### src/rtl/mem_cont_pipelined_if.sv
// Bundle of the memory-bus, load/store port and basic-block signals of mem_cont_pipelined.
// master = controller side, slave = dataflow/memory environment side.
interface mem_cont_pipelined_if #(
  parameter int DATA_SIZE    = 32,
  parameter int ADDRESS_SIZE = 32,
  parameter int BB_COUNT     = 1,
  parameter int LOAD_COUNT   = 1,
  parameter int STORE_COUNT  = 1
);
  logic [DATA_SIZE-1:0]                io_storeDataOut;
  logic [ADDRESS_SIZE-1:0]             io_storeAddrOut;
  logic                                io_storeEnable;
  logic [DATA_SIZE-1:0]                io_loadDataIn;
  logic [ADDRESS_SIZE-1:0]             io_loadAddrOut;
  logic                                io_loadEnable;
  logic [BB_COUNT-1:0]                 io_bbpValids;
  logic [BB_COUNT*32-1:0]              io_bb_stCountArray;
  logic [BB_COUNT-1:0]                 io_bbReadyToPrevs;
  logic                                io_Empty_Valid;
  logic                                io_Empty_Ready;
  logic [LOAD_COUNT-1:0]               io_rdPortsPrev_valid;
  logic [LOAD_COUNT*ADDRESS_SIZE-1:0]  io_rdPortsPrev_bits;
  logic [LOAD_COUNT-1:0]               io_rdPortsPrev_ready;
  logic [LOAD_COUNT-1:0]               io_rdPortsNext_valid;
  logic [LOAD_COUNT*DATA_SIZE-1:0]     io_rdPortsNext_bits;
  logic [LOAD_COUNT-1:0]               io_rdPortsNext_ready;
  logic [STORE_COUNT-1:0]              io_wrAddrPorts_valid;
  logic [STORE_COUNT*ADDRESS_SIZE-1:0] io_wrAddrPorts_bits;
  logic [STORE_COUNT-1:0]              io_wrAddrPorts_ready;
  logic [STORE_COUNT-1:0]              io_wrDataPorts_valid;
  logic [STORE_COUNT*DATA_SIZE-1:0]    io_wrDataPorts_bits;
  logic [STORE_COUNT-1:0]              io_wrDataPorts_ready;

  modport master (
    output io_storeDataOut, io_storeAddrOut, io_storeEnable, io_loadAddrOut, io_loadEnable,
           io_bbReadyToPrevs, io_Empty_Valid, io_rdPortsPrev_ready, io_rdPortsNext_valid,
           io_rdPortsNext_bits, io_wrAddrPorts_ready, io_wrDataPorts_ready,
    input  io_loadDataIn, io_bbpValids, io_bb_stCountArray, io_Empty_Ready,
           io_rdPortsPrev_valid, io_rdPortsPrev_bits, io_rdPortsNext_ready,
           io_wrAddrPorts_valid, io_wrAddrPorts_bits, io_wrDataPorts_valid, io_wrDataPorts_bits
  );

  modport slave (
    input  io_storeDataOut, io_storeAddrOut, io_storeEnable, io_loadAddrOut, io_loadEnable,
           io_bbReadyToPrevs, io_Empty_Valid, io_rdPortsPrev_ready, io_rdPortsNext_valid,
           io_rdPortsNext_bits, io_wrAddrPorts_ready, io_wrDataPorts_ready,
    output io_loadDataIn, io_bbpValids, io_bb_stCountArray, io_Empty_Ready,
           io_rdPortsPrev_valid, io_rdPortsPrev_bits, io_rdPortsNext_ready,
           io_wrAddrPorts_valid, io_wrAddrPorts_bits, io_wrDataPorts_valid, io_wrDataPorts_bits
  );
endinterface

### src/rtl/mem_cont_pipelined.sv
// Load/store arbiter in front of a fixed-latency single-port BRAM with per-port response buffers
// and pending-store counting. Define MC_RR_ARB_EN for round-robin arbiters (default: fixed priority).
module mem_cont_pipelined #(
  parameter int DATA_SIZE    = 32,
  parameter int ADDRESS_SIZE = 32,
  parameter int BB_COUNT     = 1,
  parameter int LOAD_COUNT   = 1,
  parameter int STORE_COUNT  = 1,
  parameter int READ_LATENCY = 1,
  parameter int CNT_WIDTH    = 32
) (
  input logic                  clk,
  input logic                  rst,
  mem_cont_pipelined_if.master bus
);
  localparam int LIDX_W = (LOAD_COUNT > 1) ? $clog2(LOAD_COUNT) : 1;
  localparam int SIDX_W = (STORE_COUNT > 1) ? $clog2(STORE_COUNT) : 1;

  logic [LOAD_COUNT-1:0]  ld_elig, ld_grant, inflight, next_vld;
  logic [LIDX_W-1:0]      ld_idx;
  logic [STORE_COUNT-1:0] st_elig, st_grant;
  logic [SIDX_W-1:0]      st_idx;
  logic [CNT_WIDTH-1:0]   cnt, cnt_add;
  logic [DATA_SIZE-1:0]   resp [LOAD_COUNT];
  logic                   tag_vld_p [READ_LATENCY];
  logic [LIDX_W-1:0]      tag_idx_p [READ_LATENCY];
  logic                   land_vld;
  logic [LIDX_W-1:0]      land_idx;
  logic                   unused_empty_ready;

  // The store count never wraps below zero.
  function automatic logic [CNT_WIDTH-1:0] sat_dec(input logic [CNT_WIDTH-1:0] v, input logic dec);
    if (dec && (v != '0)) return v - CNT_WIDTH'(1);
    return v;
  endfunction

  // A port may only be granted once its previous response has been (or is being) consumed.
  assign ld_elig = bus.io_rdPortsPrev_valid & ~inflight & (~next_vld | bus.io_rdPortsNext_ready);
  assign st_elig = bus.io_wrAddrPorts_valid & bus.io_wrDataPorts_valid;

`ifdef MC_RR_ARB_EN
  logic [LIDX_W-1:0] ld_ptr;
  logic [SIDX_W-1:0] st_ptr;

  // Scan farthest-to-nearest from the pointer so the nearest eligible port is the last to win.
  always_comb begin
    ld_grant = '0;
    ld_idx   = '0;
    st_grant = '0;
    st_idx   = '0;
    if (!rst) begin
      for (int off = LOAD_COUNT; off >= 1; off--) begin
        if (ld_elig[LIDX_W'((int'(ld_ptr) + off) % LOAD_COUNT)]) begin
          ld_grant = '0;
          ld_grant[LIDX_W'((int'(ld_ptr) + off) % LOAD_COUNT)] = 1'b1;
          ld_idx = LIDX_W'((int'(ld_ptr) + off) % LOAD_COUNT);
        end
      end
      for (int off = STORE_COUNT; off >= 1; off--) begin
        if (st_elig[SIDX_W'((int'(st_ptr) + off) % STORE_COUNT)]) begin
          st_grant = '0;
          st_grant[SIDX_W'((int'(st_ptr) + off) % STORE_COUNT)] = 1'b1;
          st_idx = SIDX_W'((int'(st_ptr) + off) % STORE_COUNT);
        end
      end
    end
  end

  always_ff @(posedge clk) begin
    if (rst) begin
      ld_ptr <= LIDX_W'(LOAD_COUNT - 1);
      st_ptr <= SIDX_W'(STORE_COUNT - 1);
    end else begin
      if (|ld_grant) ld_ptr <= ld_idx;
      if (|st_grant) st_ptr <= st_idx;
    end
  end
`else
  always_comb begin
    ld_grant = '0;
    ld_idx   = '0;
    st_grant = '0;
    st_idx   = '0;
    if (!rst) begin
      for (int k = LOAD_COUNT - 1; k >= 0; k--) begin
        if (ld_elig[k]) begin
          ld_grant    = '0;
          ld_grant[k] = 1'b1;
          ld_idx      = LIDX_W'(k);
        end
      end
      for (int k = STORE_COUNT - 1; k >= 0; k--) begin
        if (st_elig[k]) begin
          st_grant    = '0;
          st_grant[k] = 1'b1;
          st_idx      = SIDX_W'(k);
        end
      end
    end
  end
`endif

  assign bus.io_loadEnable        = |ld_grant;
  assign bus.io_loadAddrOut       = (|ld_grant) ?
      bus.io_rdPortsPrev_bits[int'(ld_idx)*ADDRESS_SIZE +: ADDRESS_SIZE] : '0;
  assign bus.io_rdPortsPrev_ready = ld_grant;
  assign bus.io_storeEnable       = |st_grant;
  assign bus.io_storeAddrOut      = (|st_grant) ?
      bus.io_wrAddrPorts_bits[int'(st_idx)*ADDRESS_SIZE +: ADDRESS_SIZE] : '0;
  assign bus.io_storeDataOut      = (|st_grant) ?
      bus.io_wrDataPorts_bits[int'(st_idx)*DATA_SIZE +: DATA_SIZE] : '0;
  assign bus.io_wrAddrPorts_ready = st_grant;
  assign bus.io_wrDataPorts_ready = st_grant;

  // Tag pipeline: stage k holds the request issued k+1 cycles ago.
  always_ff @(posedge clk) begin
    if (rst) begin
      for (int k = 0; k < READ_LATENCY; k++) tag_vld_p[k] <= 1'b0;
    end else begin
      tag_vld_p[0] <= |ld_grant;
      for (int k = 1; k < READ_LATENCY; k++) tag_vld_p[k] <= tag_vld_p[k-1];
    end
  end

  always_ff @(posedge clk) begin
    tag_idx_p[0] <= ld_idx;
    for (int k = 1; k < READ_LATENCY; k++) tag_idx_p[k] <= tag_idx_p[k-1];
  end

  assign land_vld = tag_vld_p[READ_LATENCY-1];
  assign land_idx = tag_idx_p[READ_LATENCY-1];

  // A landing response takes priority over the consume that would clear next_vld.
  always_ff @(posedge clk) begin
    if (rst) begin
      inflight <= '0;
      next_vld <= '0;
    end else begin
      for (int i = 0; i < LOAD_COUNT; i++) begin
        if (land_vld && (land_idx == LIDX_W'(i))) begin
          next_vld[i] <= 1'b1;
          inflight[i] <= 1'b0;
        end else begin
          if (next_vld[i] && bus.io_rdPortsNext_ready[i]) next_vld[i] <= 1'b0;
          if (ld_grant[i]) inflight[i] <= 1'b1;
        end
      end
    end
  end

  always_ff @(posedge clk) begin
    if (land_vld) resp[land_idx] <= bus.io_loadDataIn;
  end

  assign bus.io_rdPortsNext_valid = next_vld;
  for (genvar g = 0; g < LOAD_COUNT; g++) begin : g_next_bits
    assign bus.io_rdPortsNext_bits[g*DATA_SIZE +: DATA_SIZE] = resp[g];
  end

  always_comb begin
    cnt_add = '0;
    for (int b = 0; b < BB_COUNT; b++) begin
      if (bus.io_bbpValids[b]) cnt_add = cnt_add + CNT_WIDTH'(bus.io_bb_stCountArray[b*32 +: 32]);
    end
  end

  always_ff @(posedge clk) begin
    if (rst) cnt <= '0;
    else     cnt <= sat_dec(cnt + cnt_add, |st_grant);
  end

  assign bus.io_Empty_Valid    = (cnt == '0) && (bus.io_bbpValids == '0);
  assign bus.io_bbReadyToPrevs = '1;
  assign unused_empty_ready    = bus.io_Empty_Ready;

endmodule

### src/flat_wrapper.sv
// flat-port wrapper written by rule: the top's interface ports become plain ports
module mem_cont_pipelined_flat 
#(
  parameter int DATA_SIZE    = 32,
  parameter int ADDRESS_SIZE = 32,
  parameter int BB_COUNT     = 1,
  parameter int LOAD_COUNT   = 1,
  parameter int STORE_COUNT  = 1,
  parameter int READ_LATENCY = 1,
  parameter int CNT_WIDTH    = 32
)
  (clk, rst, bus_io_storeDataOut, bus_io_storeAddrOut, bus_io_storeEnable, bus_io_loadAddrOut, bus_io_loadEnable, bus_io_bbReadyToPrevs, bus_io_Empty_Valid, bus_io_rdPortsPrev_ready, bus_io_rdPortsNext_valid, bus_io_rdPortsNext_bits, bus_io_wrAddrPorts_ready, bus_io_wrDataPorts_ready, bus_io_loadDataIn, bus_io_bbpValids, bus_io_bb_stCountArray, bus_io_Empty_Ready, bus_io_rdPortsPrev_valid, bus_io_rdPortsPrev_bits, bus_io_rdPortsNext_ready, bus_io_wrAddrPorts_valid, bus_io_wrAddrPorts_bits, bus_io_wrDataPorts_valid, bus_io_wrDataPorts_bits);
  mem_cont_pipelined_if #(.DATA_SIZE(DATA_SIZE), .ADDRESS_SIZE(ADDRESS_SIZE), .BB_COUNT(BB_COUNT), .LOAD_COUNT(LOAD_COUNT), .STORE_COUNT(STORE_COUNT)) bus_i ();
  input logic clk;
  input logic rst;
  output wire logic [$bits(bus_i.io_storeDataOut)-1:0] bus_io_storeDataOut;
  output wire logic [$bits(bus_i.io_storeAddrOut)-1:0] bus_io_storeAddrOut;
  output wire logic [$bits(bus_i.io_storeEnable)-1:0] bus_io_storeEnable;
  output wire logic [$bits(bus_i.io_loadAddrOut)-1:0] bus_io_loadAddrOut;
  output wire logic [$bits(bus_i.io_loadEnable)-1:0] bus_io_loadEnable;
  output wire logic [$bits(bus_i.io_bbReadyToPrevs)-1:0] bus_io_bbReadyToPrevs;
  output wire logic [$bits(bus_i.io_Empty_Valid)-1:0] bus_io_Empty_Valid;
  output wire logic [$bits(bus_i.io_rdPortsPrev_ready)-1:0] bus_io_rdPortsPrev_ready;
  output wire logic [$bits(bus_i.io_rdPortsNext_valid)-1:0] bus_io_rdPortsNext_valid;
  output wire logic [$bits(bus_i.io_rdPortsNext_bits)-1:0] bus_io_rdPortsNext_bits;
  output wire logic [$bits(bus_i.io_wrAddrPorts_ready)-1:0] bus_io_wrAddrPorts_ready;
  output wire logic [$bits(bus_i.io_wrDataPorts_ready)-1:0] bus_io_wrDataPorts_ready;
  input wire logic [$bits(bus_i.io_loadDataIn)-1:0] bus_io_loadDataIn;
  input wire logic [$bits(bus_i.io_bbpValids)-1:0] bus_io_bbpValids;
  input wire logic [$bits(bus_i.io_bb_stCountArray)-1:0] bus_io_bb_stCountArray;
  input wire logic [$bits(bus_i.io_Empty_Ready)-1:0] bus_io_Empty_Ready;
  input wire logic [$bits(bus_i.io_rdPortsPrev_valid)-1:0] bus_io_rdPortsPrev_valid;
  input wire logic [$bits(bus_i.io_rdPortsPrev_bits)-1:0] bus_io_rdPortsPrev_bits;
  input wire logic [$bits(bus_i.io_rdPortsNext_ready)-1:0] bus_io_rdPortsNext_ready;
  input wire logic [$bits(bus_i.io_wrAddrPorts_valid)-1:0] bus_io_wrAddrPorts_valid;
  input wire logic [$bits(bus_i.io_wrAddrPorts_bits)-1:0] bus_io_wrAddrPorts_bits;
  input wire logic [$bits(bus_i.io_wrDataPorts_valid)-1:0] bus_io_wrDataPorts_valid;
  input wire logic [$bits(bus_i.io_wrDataPorts_bits)-1:0] bus_io_wrDataPorts_bits;
  assign bus_io_storeDataOut = bus_i.io_storeDataOut;
  assign bus_io_storeAddrOut = bus_i.io_storeAddrOut;
  assign bus_io_storeEnable = bus_i.io_storeEnable;
  assign bus_io_loadAddrOut = bus_i.io_loadAddrOut;
  assign bus_io_loadEnable = bus_i.io_loadEnable;
  assign bus_io_bbReadyToPrevs = bus_i.io_bbReadyToPrevs;
  assign bus_io_Empty_Valid = bus_i.io_Empty_Valid;
  assign bus_io_rdPortsPrev_ready = bus_i.io_rdPortsPrev_ready;
  assign bus_io_rdPortsNext_valid = bus_i.io_rdPortsNext_valid;
  assign bus_io_rdPortsNext_bits = bus_i.io_rdPortsNext_bits;
  assign bus_io_wrAddrPorts_ready = bus_i.io_wrAddrPorts_ready;
  assign bus_io_wrDataPorts_ready = bus_i.io_wrDataPorts_ready;
  assign bus_i.io_loadDataIn = bus_io_loadDataIn;
  assign bus_i.io_bbpValids = bus_io_bbpValids;
  assign bus_i.io_bb_stCountArray = bus_io_bb_stCountArray;
  assign bus_i.io_Empty_Ready = bus_io_Empty_Ready;
  assign bus_i.io_rdPortsPrev_valid = bus_io_rdPortsPrev_valid;
  assign bus_i.io_rdPortsPrev_bits = bus_io_rdPortsPrev_bits;
  assign bus_i.io_rdPortsNext_ready = bus_io_rdPortsNext_ready;
  assign bus_i.io_wrAddrPorts_valid = bus_io_wrAddrPorts_valid;
  assign bus_i.io_wrAddrPorts_bits = bus_io_wrAddrPorts_bits;
  assign bus_i.io_wrDataPorts_valid = bus_io_wrDataPorts_valid;
  assign bus_i.io_wrDataPorts_bits = bus_io_wrDataPorts_bits;
  mem_cont_pipelined #(.DATA_SIZE(DATA_SIZE), .ADDRESS_SIZE(ADDRESS_SIZE), .BB_COUNT(BB_COUNT), .LOAD_COUNT(LOAD_COUNT), .STORE_COUNT(STORE_COUNT), .READ_LATENCY(READ_LATENCY), .CNT_WIDTH(CNT_WIDTH)) u_core (.clk(clk), .rst(rst), .bus(bus_i));
endmodule
### config.mk
export PLATFORM = sky130hd
export DESIGN_NAME = mem_cont_pipelined_flat
export DESIGN_NICKNAME = d
export VERILOG_FILES = /design/src/rtl/mem_cont_pipelined_if.sv /design/src/rtl/mem_cont_pipelined.sv /design/src/flat_wrapper.sv
export SDC_FILE = /design/constraint.sdc
export NUM_CORES = 1
export LEC_CHECK = 0
export BUFFER_PORTS_ARGS = -buffer_cell sky130_fd_sc_hd__buf_2
export CORE_MARGIN = 8
export CORE_UTILIZATION = 30
export DETAILED_ROUTE_END_ITERATION = 16
export GPL_ROUTABILITY_DRIVEN = 0
export PLACE_DENSITY = 0.66
export SYNTH_ARGS = -nofsm -noshare
export SYNTH_HDL_FRONTEND = slang
export SYNTH_SLANG_ARGS = --single-unit
### constraint.sdc
create_clock -name clk -period 4.9 [get_ports clk]
set_input_delay 0.245 -clock clk [delete_from_list [all_inputs] [get_ports clk]]
set_output_delay 0.245 -clock clk [all_outputs]
set_load 0.005 [all_outputs]
==> out/qor.txt <==
Most used DFF post-synth: dfxtp_1
CTS tree: yes
Psw: 0.825 mW
port bufs: 301
die height: 160 µm
routed len/inst: 19.4 µm
post-synthesis sequential area ratio: 26.7%
global route overflow: 0
Max IR drop VDD: 0.178 mV
initial core utilization: 30.6%
Starting DRT DRC Count: 457
post-cts resize count: 0
Antenna diodes: 0
Vias per Instance: 5.28
area leader, netlist: edfxtp_1
Clk Latency, worst-skew pair: 0.34 ns
sw frac: 37.4%
area grow syn2layout: 33.0%
initial antenna violation count: 7
clk root buf: clkbuf_16
CTS HTree Levels: 3
number of cell rows: 52
syn nets: 980
setup bufs post-CTS: 0
reg2reg setup slack: 0.78 ns
setup TNS: 0 ns
Place WS: 0.475 ns
Sequential Power Share: 30.6%
Synth cell types: 81
Ports: 304
vias in the first global route: 7047
status: completed
CTS Buf Count: 9
Worst Path Max Fanout: 21
final setup fails: 0
Max Fclk: 242 MHz
Post-route DRC: 0
crit path capture type: flip-flop
crit path DAT: 4.36 ns
final worst setup slack: 0.762 ns
die area: 25600 µm²
final period utilization: 84.4%
fin. max-slew vios: 0
total wire length: 25900 µm
Worst Skew: 0.00650 ns
global-route wire length before repair: 39500 µm
asr flop ratio synth: 0%
DR pass1 iterations: 5
largest net degree at the start of global routing: 79
Die X: 160 µm
Post-DRT Antenna Nets: 0
Hold Slack: 0.0720 ns
post-DP HPWL: 21300 µm
Hold Path Class: in2reg
Worst Max-Slew Pin Slew: 0.805 ns
clock power share: 31.3%
EDFF count, synth: 32
leakage power figure: 3.79 nW
Final Critical Period: 4.14 ns
power density cells: 267 nW/µm²
fill count: 2131
Comb pwr share: 38.1%
Data required, critical path: 5.12 ns
Cells after DPL: 1318
CP Class: in2reg
Final #Nets: 1261
Fin. Hold Viols: 0
via count: 7049
unrepaired setup endpoints after global routing: false
total global-route track usage: 19.2%
fraction of layout cells with a size suffix above 1: 33.9%
Clock Path Buffers: 2
cts hold-fix bufs: 0
core area: 20300 µm²
synthesized area per cell: 7.99 µm²
Worst-path clk slew: 0.07 ns
startpoint types: input port
FF+latch count, synth: 67
Post-Layout Cell Count: 1334
Synth top area share: 15.5%
post-synth design cell area: 6220 µm²
max_cap viols: 0
P_int: 1.38 mW
clock sinks: 67
Yosys Warn Count: 0
post-synthesis cell count: 778
final core utilization: 40.7%
Synth area leaders: edfxtp_1 15%, and2_1 13%, dfxtp_1 11%
Slew HR: 46.2%
==> per-layer routing <==
layer	track usage, %	part of all wire (%)	vias up
met5	0	0.031	-
met4	4.84	2.0	2
met3	5.76	8.4	44
li1	-	-	3459
met2	35.0	51	304
met1	21.3	39	3240
==> cells in the final DEF, fill, tap and decap left out, drive strengths merged, types with 4 or more instances in the layout <==
cell type	count
buf	316
and2	136
a21oi	79
nand2	43
nor2	42
dfxtp	35
ha	33
edfxtp	32
o21ai	29
nand4	26
nand3	22
nor3	22
inv	20
o211ai	17
nor4	16
o31ai	15
or4	13
a21o	11
and3	10
xnor2	9
clkbuf	9
a31o	9
or3	8
xor2	8
o21bai	7
nor2b	6
or2	6
a21boi	6
nand2b	5
o21a	5
a211oi	5
a22oi	5
and4	4
o2111ai	4
nand4b	4
==> Yosys cell counts, types with 4 or more instances <==
library cell	n
and2_1	134
a21oi_1	79
nand2_1	42
nor2_1	42
dfxtp_1	35
ha_1	33
edfxtp_1	32
clkbuf_1	25
nand4_1	25
o21ai_0	23
nand3_1	22
nor3_1	22
inv_1	17
o211ai_1	17
o31ai_1	15
nor4_1	13
buf_2	12
or4_1	12
a21o_1	11
and3_1	10
xnor2_1	9
or3_1	8
xor2_1	8
a31o_2	7
o21bai_1	7
nor2b_1	6
nand2b_1	5
o21a_1	5
o21ai_1	5
or2_2	5
a211oi_1	4
a22oi_1	4
and4_1	4
buf_4	4
nand4b_1	4
o2111ai_1	4
==> metrics by stage <==
stage	power [mW]	cell area [µm²]
2_1_floorplan	1.24	6220
3_3_place_gp	1.50	7950
3_5_place_dp	1.51	7950
4_1_cts	2.21	8260
5_1_grt	2.33	8270
6_report	2.20	8270
==> cells by family after synthesis <==
logic type / count (synthesis) / synth area share [%]
simple gates: 373 / 34.9
fa+ha+maj: 34 / 6.96
other cells: 1 / 0.0603
xor+xnor: 17 / 2.39
buf+inv: 63 / 4.65
flops: 67 / 26.7
mux: 4 / 0.684
compound gates: 219 / 23.7
==> worst max-delay path, cell delays in order <==
cell      delay (ns)
buf_2           0.21
and2_1          0.19
ha_1            0.22
fa_1            0.47
a211oi_2        0.31
o21ai_2         0.17
a22oi_2         0.37
nand2_1         0.16
xnor2_1         0.32
nand4b_1        0.36
or3_1           0.53
nor4_4          0.35
nor4_1          0.11
mux2_1          0.32
==> power groups by stage <==
stage                     sequential [mW]  combinational [mW]  clock [mW]
after detailed placement            0.687               0.823           0
after CTS                           0.675               0.829       0.702
after global placement              0.686               0.813           0
after floorplan                     0.680               0.564           0
final                               0.675               0.839       0.690
after global routing                0.681               0.926       0.723
==> flip-flops by register name, indices dropped and copies added (netlist names) <==
name                             count
u_core.cnt                          32
u_core.resp                         32
u_core.bus.io_rdPortsNext_valid      1
u_core.inflight                      1
u_core.tag_vld_p                     1
==> final timing paths <==
check                                           start                  end  cells after the start
worst max-delay path                 bus_io_bbpValids       u_core.cnt[31]                     14
worst min-delay path            bus_io_loadDataIn[20]   u_core.resp[0][20]                      1
worst max register to register          u_core.cnt[0]       u_core.cnt[31]                     12
worst min register to register        u_core.inflight  u_core.tag_vld_p[0]                      1
==> area by class of cell <==
type                    count  area (µm²)  share of cell area (%)
repair buffers            316        1620                    19.6
clock buffers               9         225                    2.72
clock inverters             7        81.3                   0.984
multi-input cells         648        4280                    51.7
flip-flops and latches     67        1660                    20.1
inverters                  17        63.8                   0.772
well taps                 270         338                    4.09
Power figures use the tool's default switching activity.
